--- src/rtl/fifo_ctrl_pkg.sv ---
// Shared definitions for the main-FIFO pop scheduler: FSM state encodings,
// default main-FIFO thresholds and the threshold validity rule.
package fifo_ctrl_pkg;

    typedef enum logic [2:0] {
        ST_RESET  = 3'd0,
        ST_INIT   = 3'd1,
        ST_IDLE   = 3'd2,
        ST_ACTIVE = 3'd3,
        ST_ERROR  = 3'd4
    } state_t;

    localparam logic [1:0] AF_DEFAULT = 2'd3;
    localparam logic [1:0] AE_DEFAULT = 2'd1;

    // A usable pair needs a non-zero almost-full strictly above almost-empty.
    function automatic logic thresholds_valid(input logic [1:0] af, input logic [1:0] ae);
        return (af != 2'd0) && (ae < af);
    endfunction

endpackage

--- src/rtl/threshold_cfg.sv ---
// Main-FIFO threshold registers: samples the requested pair while INIT is held
// and commits it (or the defaults, if the pair is unusable) when INIT ends.
module threshold_cfg
    import fifo_ctrl_pkg::*;
(
    input  logic       clk,
    input  logic       reset_L,
    input  logic       i_sample,
    input  logic       i_load,
    input  logic [1:0] i_af,
    input  logic [1:0] i_ae,
    output logic [1:0] o_af,
    output logic [1:0] o_ae
);

    logic [1:0] r_af_smp;
    logic [1:0] r_ae_smp;
    logic [1:0] r_af;
    logic [1:0] r_ae;

    always_ff @(posedge clk or negedge reset_L) begin
        if (!reset_L) begin
            r_af_smp <= AF_DEFAULT;
            r_ae_smp <= AE_DEFAULT;
        end else if (i_sample) begin
            r_af_smp <= i_af;
            r_ae_smp <= i_ae;
        end
    end

    always_ff @(posedge clk or negedge reset_L) begin
        if (!reset_L) begin
            r_af <= AF_DEFAULT;
            r_ae <= AE_DEFAULT;
        end else if (i_load) begin
            if (thresholds_valid(r_af_smp, r_ae_smp)) begin
                r_af <= r_af_smp;
                r_ae <= r_ae_smp;
            end else begin
                r_af <= AF_DEFAULT;
                r_ae <= AE_DEFAULT;
            end
        end
    end

    assign o_af = r_af;
    assign o_ae = r_ae;

endmodule

--- src/rtl/vc_pop_scheduler.sv ---
// Drains the main FIFO into VC0/VC1, one word in flight, steering by one data bit.
// Optional build macro POP_STATS_EN adds saturating per-VC push counters.
module vc_pop_scheduler
    import fifo_ctrl_pkg::*;
#(
    parameter int DATA_SIZE  = 6,
    parameter int VC_SEL_BIT = 5
) (
    input  logic                 clk,
    input  logic                 reset_L,
    input  logic                 init,
    input  logic [1:0]           afMF_in,
    input  logic [1:0]           aeMF_in,
    input  logic                 fifo_empty_main,
    input  logic                 fifo_error_main,
    input  logic [DATA_SIZE-1:0] data_demux_vc,
    input  logic                 vc0_pause,
    input  logic                 vc1_pause,
    input  logic                 vc0_error,
    input  logic                 vc1_error,
    output logic [1:0]           afMF_o,
    output logic [1:0]           aeMF_o,
    output logic                 pop_main,
    output logic                 push_vc0,
    output logic                 push_vc1,
    output logic [DATA_SIZE-1:0] data_vc,
    output logic [2:0]           state,
`ifdef POP_STATS_EN
    output logic [7:0]           cnt_vc0,
    output logic [7:0]           cnt_vc1,
`endif
    output logic                 idle_out,
    output logic                 error_out
);

    state_t               r_state;
    state_t               w_state_nxt;
    logic                 r_inflight;
    logic                 r_out_valid;
    logic [DATA_SIZE-1:0] r_data_vc;
    logic                 w_err;
    logic                 w_active;
    logic                 w_dest;
    logic                 w_push_vc0;
    logic                 w_push_vc1;
    logic                 w_drain;
    logic                 w_pop;
    logic                 w_cfg_sample;
    logic                 w_cfg_load;

    assign w_err        = fifo_error_main | vc0_error | vc1_error;
    assign w_active     = (r_state == ST_ACTIVE);
    assign w_dest       = r_data_vc[VC_SEL_BIT];
    assign w_cfg_sample = (r_state == ST_INIT) &  init;
    assign w_cfg_load   = (r_state == ST_INIT) & ~init;

    threshold_cfg u_threshold_cfg (
        .clk      (clk),
        .reset_L  (reset_L),
        .i_sample (w_cfg_sample),
        .i_load   (w_cfg_load),
        .i_af     (afMF_in),
        .i_ae     (aeMF_in),
        .o_af     (afMF_o),
        .o_ae     (aeMF_o)
    );

    always_ff @(posedge clk or negedge reset_L) begin
        if (!reset_L) r_state <= ST_RESET;
        else          r_state <= w_state_nxt;
    end

    always_comb begin
        w_state_nxt = r_state;
        w_push_vc0  = 1'b0;
        w_push_vc1  = 1'b0;
        w_drain     = 1'b0;
        w_pop       = 1'b0;

        case (r_state)
            ST_RESET:  w_state_nxt = ST_INIT;
            ST_INIT:   if (!init) w_state_nxt = ST_IDLE;
            ST_IDLE: begin
                if (w_err)                 w_state_nxt = ST_ERROR;
                else if (init)             w_state_nxt = ST_INIT;
                else if (!fifo_empty_main) w_state_nxt = ST_ACTIVE;
            end
            ST_ACTIVE: begin
                if (w_err)
                    w_state_nxt = ST_ERROR;
                else if (fifo_empty_main && !r_inflight && !r_out_valid)
                    w_state_nxt = ST_IDLE;
            end
            ST_ERROR:  w_state_nxt = ST_ERROR;
            default:   w_state_nxt = ST_RESET;
        endcase

        // A pending word only goes to its own VC; an error cycle suppresses the push.
        w_push_vc0 = w_active & ~w_err & r_out_valid & ~w_dest & ~vc0_pause;
        w_push_vc1 = w_active & ~w_err & r_out_valid &  w_dest & ~vc1_pause;
        w_drain    = w_push_vc0 | w_push_vc1;
        w_pop      = w_active & ~fifo_empty_main & ~r_inflight & (~r_out_valid | w_drain);
    end

    always_ff @(posedge clk or negedge reset_L) begin
        if (!reset_L) begin
            r_inflight  <= 1'b0;
            r_out_valid <= 1'b0;
            r_data_vc   <= '0;
        end else begin
            r_inflight <= w_pop;
            if (r_inflight && w_active && !w_err) begin
                r_out_valid <= 1'b1;
                r_data_vc   <= data_demux_vc;
            end else if (w_drain || !w_active) begin
                r_out_valid <= 1'b0;
            end
        end
    end

`ifdef POP_STATS_EN
    logic [7:0] r_cnt_vc0;
    logic [7:0] r_cnt_vc1;
    logic       w_init_entry;

    assign w_init_entry = (w_state_nxt == ST_INIT) && (r_state != ST_INIT);

    always_ff @(posedge clk or negedge reset_L) begin
        if (!reset_L) begin
            r_cnt_vc0 <= '0;
            r_cnt_vc1 <= '0;
        end else if (w_init_entry) begin
            r_cnt_vc0 <= '0;
            r_cnt_vc1 <= '0;
        end else begin
            if (w_push_vc0 && (r_cnt_vc0 != 8'hFF)) r_cnt_vc0 <= r_cnt_vc0 + 8'd1;
            if (w_push_vc1 && (r_cnt_vc1 != 8'hFF)) r_cnt_vc1 <= r_cnt_vc1 + 8'd1;
        end
    end

    assign cnt_vc0 = r_cnt_vc0;
    assign cnt_vc1 = r_cnt_vc1;
`endif

    assign pop_main  = w_pop;
    assign push_vc0  = w_push_vc0;
    assign push_vc1  = w_push_vc1;
    assign data_vc   = r_data_vc;
    assign state     = r_state;
    assign idle_out  = (r_state == ST_IDLE);
    assign error_out = (r_state == ST_ERROR);

endmodule
--- config.mk ---
export PLATFORM = sky130hd
export DESIGN_NAME = vc_pop_scheduler
export DESIGN_NICKNAME = d
export VERILOG_FILES = /design/src/rtl/fifo_ctrl_pkg.sv /design/src/rtl/threshold_cfg.sv /design/src/rtl/vc_pop_scheduler.sv
export SDC_FILE = /design/constraint.sdc
export NUM_CORES = 1
export LEC_CHECK = 0
export BUFFER_PORTS_ARGS = -buffer_cell sky130_fd_sc_hd__buf_2
export CELL_PAD_IN_SITES_DETAIL_PLACEMENT = 0
export CELL_PAD_IN_SITES_GLOBAL_PLACEMENT = 1
export CORE_ASPECT_RATIO = 0.7
export CORE_UTILIZATION = 39
export DETAILED_ROUTE_END_ITERATION = 16
export PLACE_DENSITY = 0.92
export REMOVE_ABC_BUFFERS = 1
export SKIP_LAST_GASP = 1
export SLEW_MARGIN = 15
export SYNTH_ARGS = -nofsm -noshare
export SYNTH_HDL_FRONTEND = slang
export SYNTH_HIERARCHICAL = 1
export SYNTH_SLANG_ARGS = --single-unit
--- constraint.sdc ---
create_clock -name clk -period 4.2 [get_ports clk]
set_input_delay 0 -clock clk [delete_from_list [all_inputs] [get_ports clk]]
set_output_delay 0 -clock clk [all_outputs]
set_load 0.01 [all_outputs]
; After elaboration in Yosys (flattened, before gate mapping)
; Cells that the tools add are included.
[totals]
register_bits = 19
out_inout_bits = 18
mem_bits_ro = 0
in_bits = 19
latch_bits = 0
mem_bits_rw = 0
n_memories = 0
word_cells = 64
[classes]
n_eq_ne = 7
shifts = 0
n_div = 0
multipliers = 0
muxes = 11
n_addsub = 0
bitwise = 23
reduce_logical = 14
n_lt_le_gt_ge = 1
[ops]
columns = operator, n
row1 = two-way mux 3 bit, 6
row2 = case mux 3 bit (5 select lines), 1
row3 = AND 1 bit, 11
row4 = inverter 1 bit, 8
row5 = "== test 3 x 2 -> 1 bit, second input constant", 2
row6 = logical AND 1 bit, 5
row7 = zero test 1 bit, 4
row8 = two-way mux 2 bit, 2
row9 = "inequality test 4 x 3 -> 1 bit, second input constant", 1
row10 = OR 1 bit, 4
row11 = nonzero test 2 bit, 2
row12 = "== test 3 x 1 -> 1 bit, second input constant", 1
row13 = "== test 3 bit, second input constant", 1
row14 = zero test 3 bit, 1
row15 = "inequality test 3 x 2 -> 1 bit, second input constant", 1
row16 = AND reduction 3 bit, 1
row17 = < comparator 2 bit, 1
row18 = two-way mux 1 bit, 2
row19 = "inequality test 2 bit, second input constant", 1
row20 = logical OR 1 bit, 1

; Depth between registers and ports, before layout
[depth]
ltp_word = 11
depth_mapped = 5
mapped_depth_nobuf = 5

; Cells and area by module
; The synthesis kept the hierarchy.
[modules_own_cells]
columns = mod, cells_each, area_per_inst_um2, seq_area_each_um2, n_inst
row1 = vc_pop_scheduler, 48, 609.3, 275.3, 1
row2 = threshold_cfg, 31, 370.4, 207.7, 1

; Worst setup path after synthesis
; No wires, ideal clock.
[synth_path]
path_type = register to register
from = reg u_threshold_cfg.r_af_smp[1]
to = reg u_threshold_cfg.r_ae[1] (netlist: u_threshold_cfg/o_ae[1])
arrival_ns = 1.275
path_stages_with_launch = 6
period_less_slack_ns = 1.371
path_buffers = 0
t_required_ns = 4.105
slack_ns = 2.829
setup_ns = 0.095
path_cell_list = dfstp_2 inv_1 ha_1 nor2b_4 a21oi_2 o32ai_2
[synth_between]
elab_chain_len = 3
elab_cells_between_ends = 4
cone_classes = order compare (1) / mux (1) / reduce/logical (2)
[synth_rtl]
columns = item, line
row1 = start: declaration, threshold_cfg.sv:16  ; logic [1:0] r_af_smp;
row2 = start signal: assignment, threshold_cfg.sv:26  ; r_af_smp <= i_af;
row3 = < comparator 2 bit / nonzero test 2 bit (equally long branches), fifo_ctrl_pkg.sv:18  ; return (af != 2'd0) && (ae < af);
row4 = logical AND 1 bit (*), fifo_ctrl_pkg.sv:18
row5 = two-way mux 2 bit (*), threshold_cfg.sv:36  ; if (thresholds_valid(r_af_smp, r_ae_smp)) begin
row6 = end signal: assignment, threshold_cfg.sv:38  ; r_ae <= r_ae_smp;
row7 = end: declaration, threshold_cfg.sv:19  ; logic [1:0] r_ae;
; Mark *: on every way between the ends. The rest lies on a longest branch, timed or not.
; A chain may end at the register's enable or synchronous reset.

; Final worst setup path
[layout_path]
from = reg r_data_vc[5] (netlist: data_vc[5])
to = out pop_main
[layout_between]
elab_chain_len = 6
elab_cells_between_ends = 8
cone_classes = bitwise (8)
[layout_rtl]
columns = item, line
row1 = start: declaration, vc_pop_scheduler.sv:40  ; logic [DATA_SIZE-1:0] r_data_vc;
row2 = start signal: assignment, vc_pop_scheduler.sv:114  ; r_data_vc <= data_demux_vc;
row3 = inverter 1 bit, vc_pop_scheduler.sv:99  ; w_push_vc0 = w_active & ~w_err & r_out_valid & ~w_dest & ~vc0_pause;
row4 = AND 1 bit (2 in a row), vc_pop_scheduler.sv:99
row5 = OR 1 bit (*), vc_pop_scheduler.sv:101  ; w_drain = w_push_vc0 | w_push_vc1;
row6 = OR 1 bit (*), vc_pop_scheduler.sv:102  ; w_pop = w_active & ~fifo_empty_main & ~r_inflight & (~r_out_valid | w_drain);
row7 = AND 1 bit (*), vc_pop_scheduler.sv:102
row8 = end: declaration, vc_pop_scheduler.sv:23  ; output logic pop_main,
; Marked as above.

==> qor.csv <==
stage,metric,value,unit
pwr,Overall Power,0.678,mW
floorplan,Initial Utilization,0.434,
clocking,Post CTS Setup Buffer Count,0,
flow_run,max-cap violation count,0,
finish,area delta synth->final,36.3,%
finish,share of cells above drive strength 1,0.488,
timing,final hold violation count,0,
timing,RSZ-0062 raised after global routing,false,
timing,hold_ws,27.5,ps
yosys,Syn Area/Cell,12.4,um^2
timing,final setup vio count,0,
yosys,Async SR Flop Fraction,1.00,
clocking,CTS tree,done,
yosys,Synth Area in Adders,0.0128,
timing,crit share post-route,0.389,
hold_path,Hold Crit Class,input port to register,
yosys,"EDFF count, synth",0,
route,vias,798,
floorplan,Die Wd,61.9,um
timing,"Slew Viols, Final",0,
critical_path,Setup crit start kind,register,
floorplan,row count,14,
clocking,worst skew pair latency,300,ps
clocking,Clock Path Buffers,2,
floorplan,Die Height,43.9,um
pwr,Leak,0.646,nW
yosys,largest area contributor in the netlist,dfrtp_1,
pwr,Seq pwr share,0.467,
critical_path,Critical Path RT,4200,ps
yosys,Post-synth top flop,dfrtp_1,
pwr,VDD IR max,0.317,mV
yosys,YS warnings,6,
critical_path,CP Cell Sequence,mux2_1 -> o21ai_2 -> nor4b_2 -> buf_2,
timing,fin crit period,1630,ps
clocking,CTS root buf,clkbuf_4,
critical_path,WP buf/inv,1,
place,HPWL Detailed,1420,um
global_route,initial antenna violation count,0,
route,Iter 0 DRT Violations,5,
global_route,first-pass GRT wire length,3290,um
finish,# diodes,0,
place,Port Buf Inserts,36,
global_route,number of global-route vias before repair,757,
route,final antenna-violating net count,0,
floorplan,Core Footprint,0.00226,mm^2
yosys,compound-cell area share of the yosys netlist,0.114,
timing,f_max,0.612,GHz
yosys,sequential share of the synthesized area,0.493,
route,detailed-route wire length per cell,12.0,um
global_route,GRT Total Usage,0.167,
yosys,multiplexer share of the synthesized area,0.138,
yosys,largest family of logic cells by synthesized area,simple AND/OR/NAND/NOR gates,
clocking,clock slew at reported path FFs,110,ps
route,Initial DRT Pass Iterations,4,
clocking,total clock sinks,19,
finish,FF+latch area,483,um^2
timing,Setup TNS,0,ps
critical_path,Arrival @ worst endpoint,1630,ps
critical_path,slowest CP cell,dfrtp_1,
pwr,PD cells,508,mW/mm^2
critical_path,Crit path max-delay family,flip-flops,
yosys,Post-synth top cells,"dfrtp_1, nor2_1, dfstp_2, mux2_4",
timing,clock skew,6.73,ps
floorplan,Die Area,0.00272,mm^2
pwr,combinational power share,0.397,
route,drt total wl,1930,um
finish,FILL cells,196,
finish,Multi-input gate area,469,um^2
outcome,status,completed,
floorplan,# IOs,37,
finish,final net count,150,
yosys,post-synth top area share,0.332,
pwr,Internal Power,0.427,mW
pwr,clock share of power,0.136,
finish,final core utilization,0.591,
critical_path,crit path kind,register to primary output,
yosys,simple-gate share of the synthesized area,0.215,
yosys,Synth Register Bits,19,
global_route,GR Overflow Total,0,
critical_path,largest stage delay on the critical path,420,ps
route,vias per cell,4.96,
yosys,mapped cell area,980,um^2
timing,Worst Max-Slew Pin Slew,404,ps
place,gpl congestion,0.797,
timing,Slew HR,0.730,
clocking,Num CTS Buffers,3,
critical_path,"critical path fanouts, max",5,
yosys,"Distinct cells, synth",38,
yosys,ranking of synthesized cells by area,"dfrtp_1, dfstp_2, mux2_4, mux2_1, nor2_1",
yosys,Post-Synth XOR/XNOR Area,0,
route,Post-route DRC,0,
global_route,largest net degree at the start of global routing,20,
yosys,most common cell in the synthesized netlist,dfrtp_1,
yosys,Post-Syn Instances,79,
pwr,Psw,0.251,mW
clocking,H-tree depth,1,
pwr,Sw Ratio,0.370,
critical_path,nature of the critical path endpoint,primary output,
[metal layers]
metal / track usage / routed length, um / vias up
met4: 0.0578 / 19 / 0
met2: 0.265 / 881 / 29
met1: 0.220 / 930 / 379
met3: 0.0448 / 97 / 2
li1: - / - / 388
met5: 0 / 0 / -
[power groups by stage]
stage | combinational [mW] | clock (mW) | sequential [mW]
finish | 0.270 | 0.0922 | 0.316
global route | 0.303 | 0.103 | 0.330
CTS | 0.272 | 0.0955 | 0.316
detailed placement | 0.262 | 0 | 0.320
global placement | 0.254 | 0 | 0.313
floorplan | 0.165 | 0 | 0.321
[kinds of logic after synthesis]
family | count (synthesis)
flops | 19
simple gates | 30
fa+ha+maj | 1
compound gates | 14
mux | 10
buf+inv | 5
[worst reg2reg max path, stage by stage (launching register included)]
cell and delay, ps:
dfstp_2 560, inv_1 50, ha_1 330, nor2b_4 150
a21oi_2 40, o32ai_2 240
[state kept, by name, summed over array words and instances, names as in the netlist]
name,count
data_vc,6
state,3
u_threshold_cfg/o_ae,2
u_threshold_cfg/o_af,2
u_threshold_cfg/r_ae_smp,2
u_threshold_cfg/r_af_smp,2
r_inflight,1
r_out_valid,1
[timing repair]
action                    CTS  global route
hold endpoints to repair   30             0
resized for setup           0             0
hold buffers               12             0
[stage by stage]
stage | area (um^2) | instances | setup slack, ps
2_1_floorplan | 960 | 76 | 2450
3_3_place_gp | 1190 | 145 | 2810
3_5_place_dp | 1190 | 145 | 2770
4_1_cts | 1340 | 161 | 2550
5_1_grt | 1340 | 161 | 2420
6_report | 1340 | 161 | 2570
[final timing paths]
path / start / to / slack, ps / cells past startpoint
max reg2reg: u_threshold_cfg/r_af_smp[1] / u_threshold_cfg/o_ae[1] / 2730 / 5
min: vc1_error / r_out_valid / 30 / 4
min reg2reg: u_threshold_cfg/o_af[0] / u_threshold_cfg/o_af[0] / 500 / 2
min in group asynchronous: reset_L / u_threshold_cfg/o_ae[1] / 150 / 2
max: data_vc[5] / pop_main / 2570 / 4
max in group asynchronous: reset_L / u_threshold_cfg/o_af[1] / 3720 / 2
[placed cells by master (no fill, tap or decap), types with 2 or more instances in the layout]
cell	Yosys	routed
dlygate4sd3_1	0	12
mux2_1	4	4
dfrtp_1	13	13
mux2_4	6	6
buf_2	1	36
clkbuf_4	0	3
nand2_1	4	4
nor3b_1	2	2
inv_1	2	2
o21ai_0	2	2
nor2_1	10	10
dfstp_2	6	6
[final cells by class]
type | instances | share of cell area
multi-input combinational | 55 | 0.351
tap | 32 | 0.0300
sequential | 19 | 0.362
clock buffer | 3 | 0.0169
clock inverter | 1 | 0.00375
timing repair buffer | 49 | 0.231
inverter | 2 | 0.00562
Note: power is estimated with default switching activity, not from simulation.
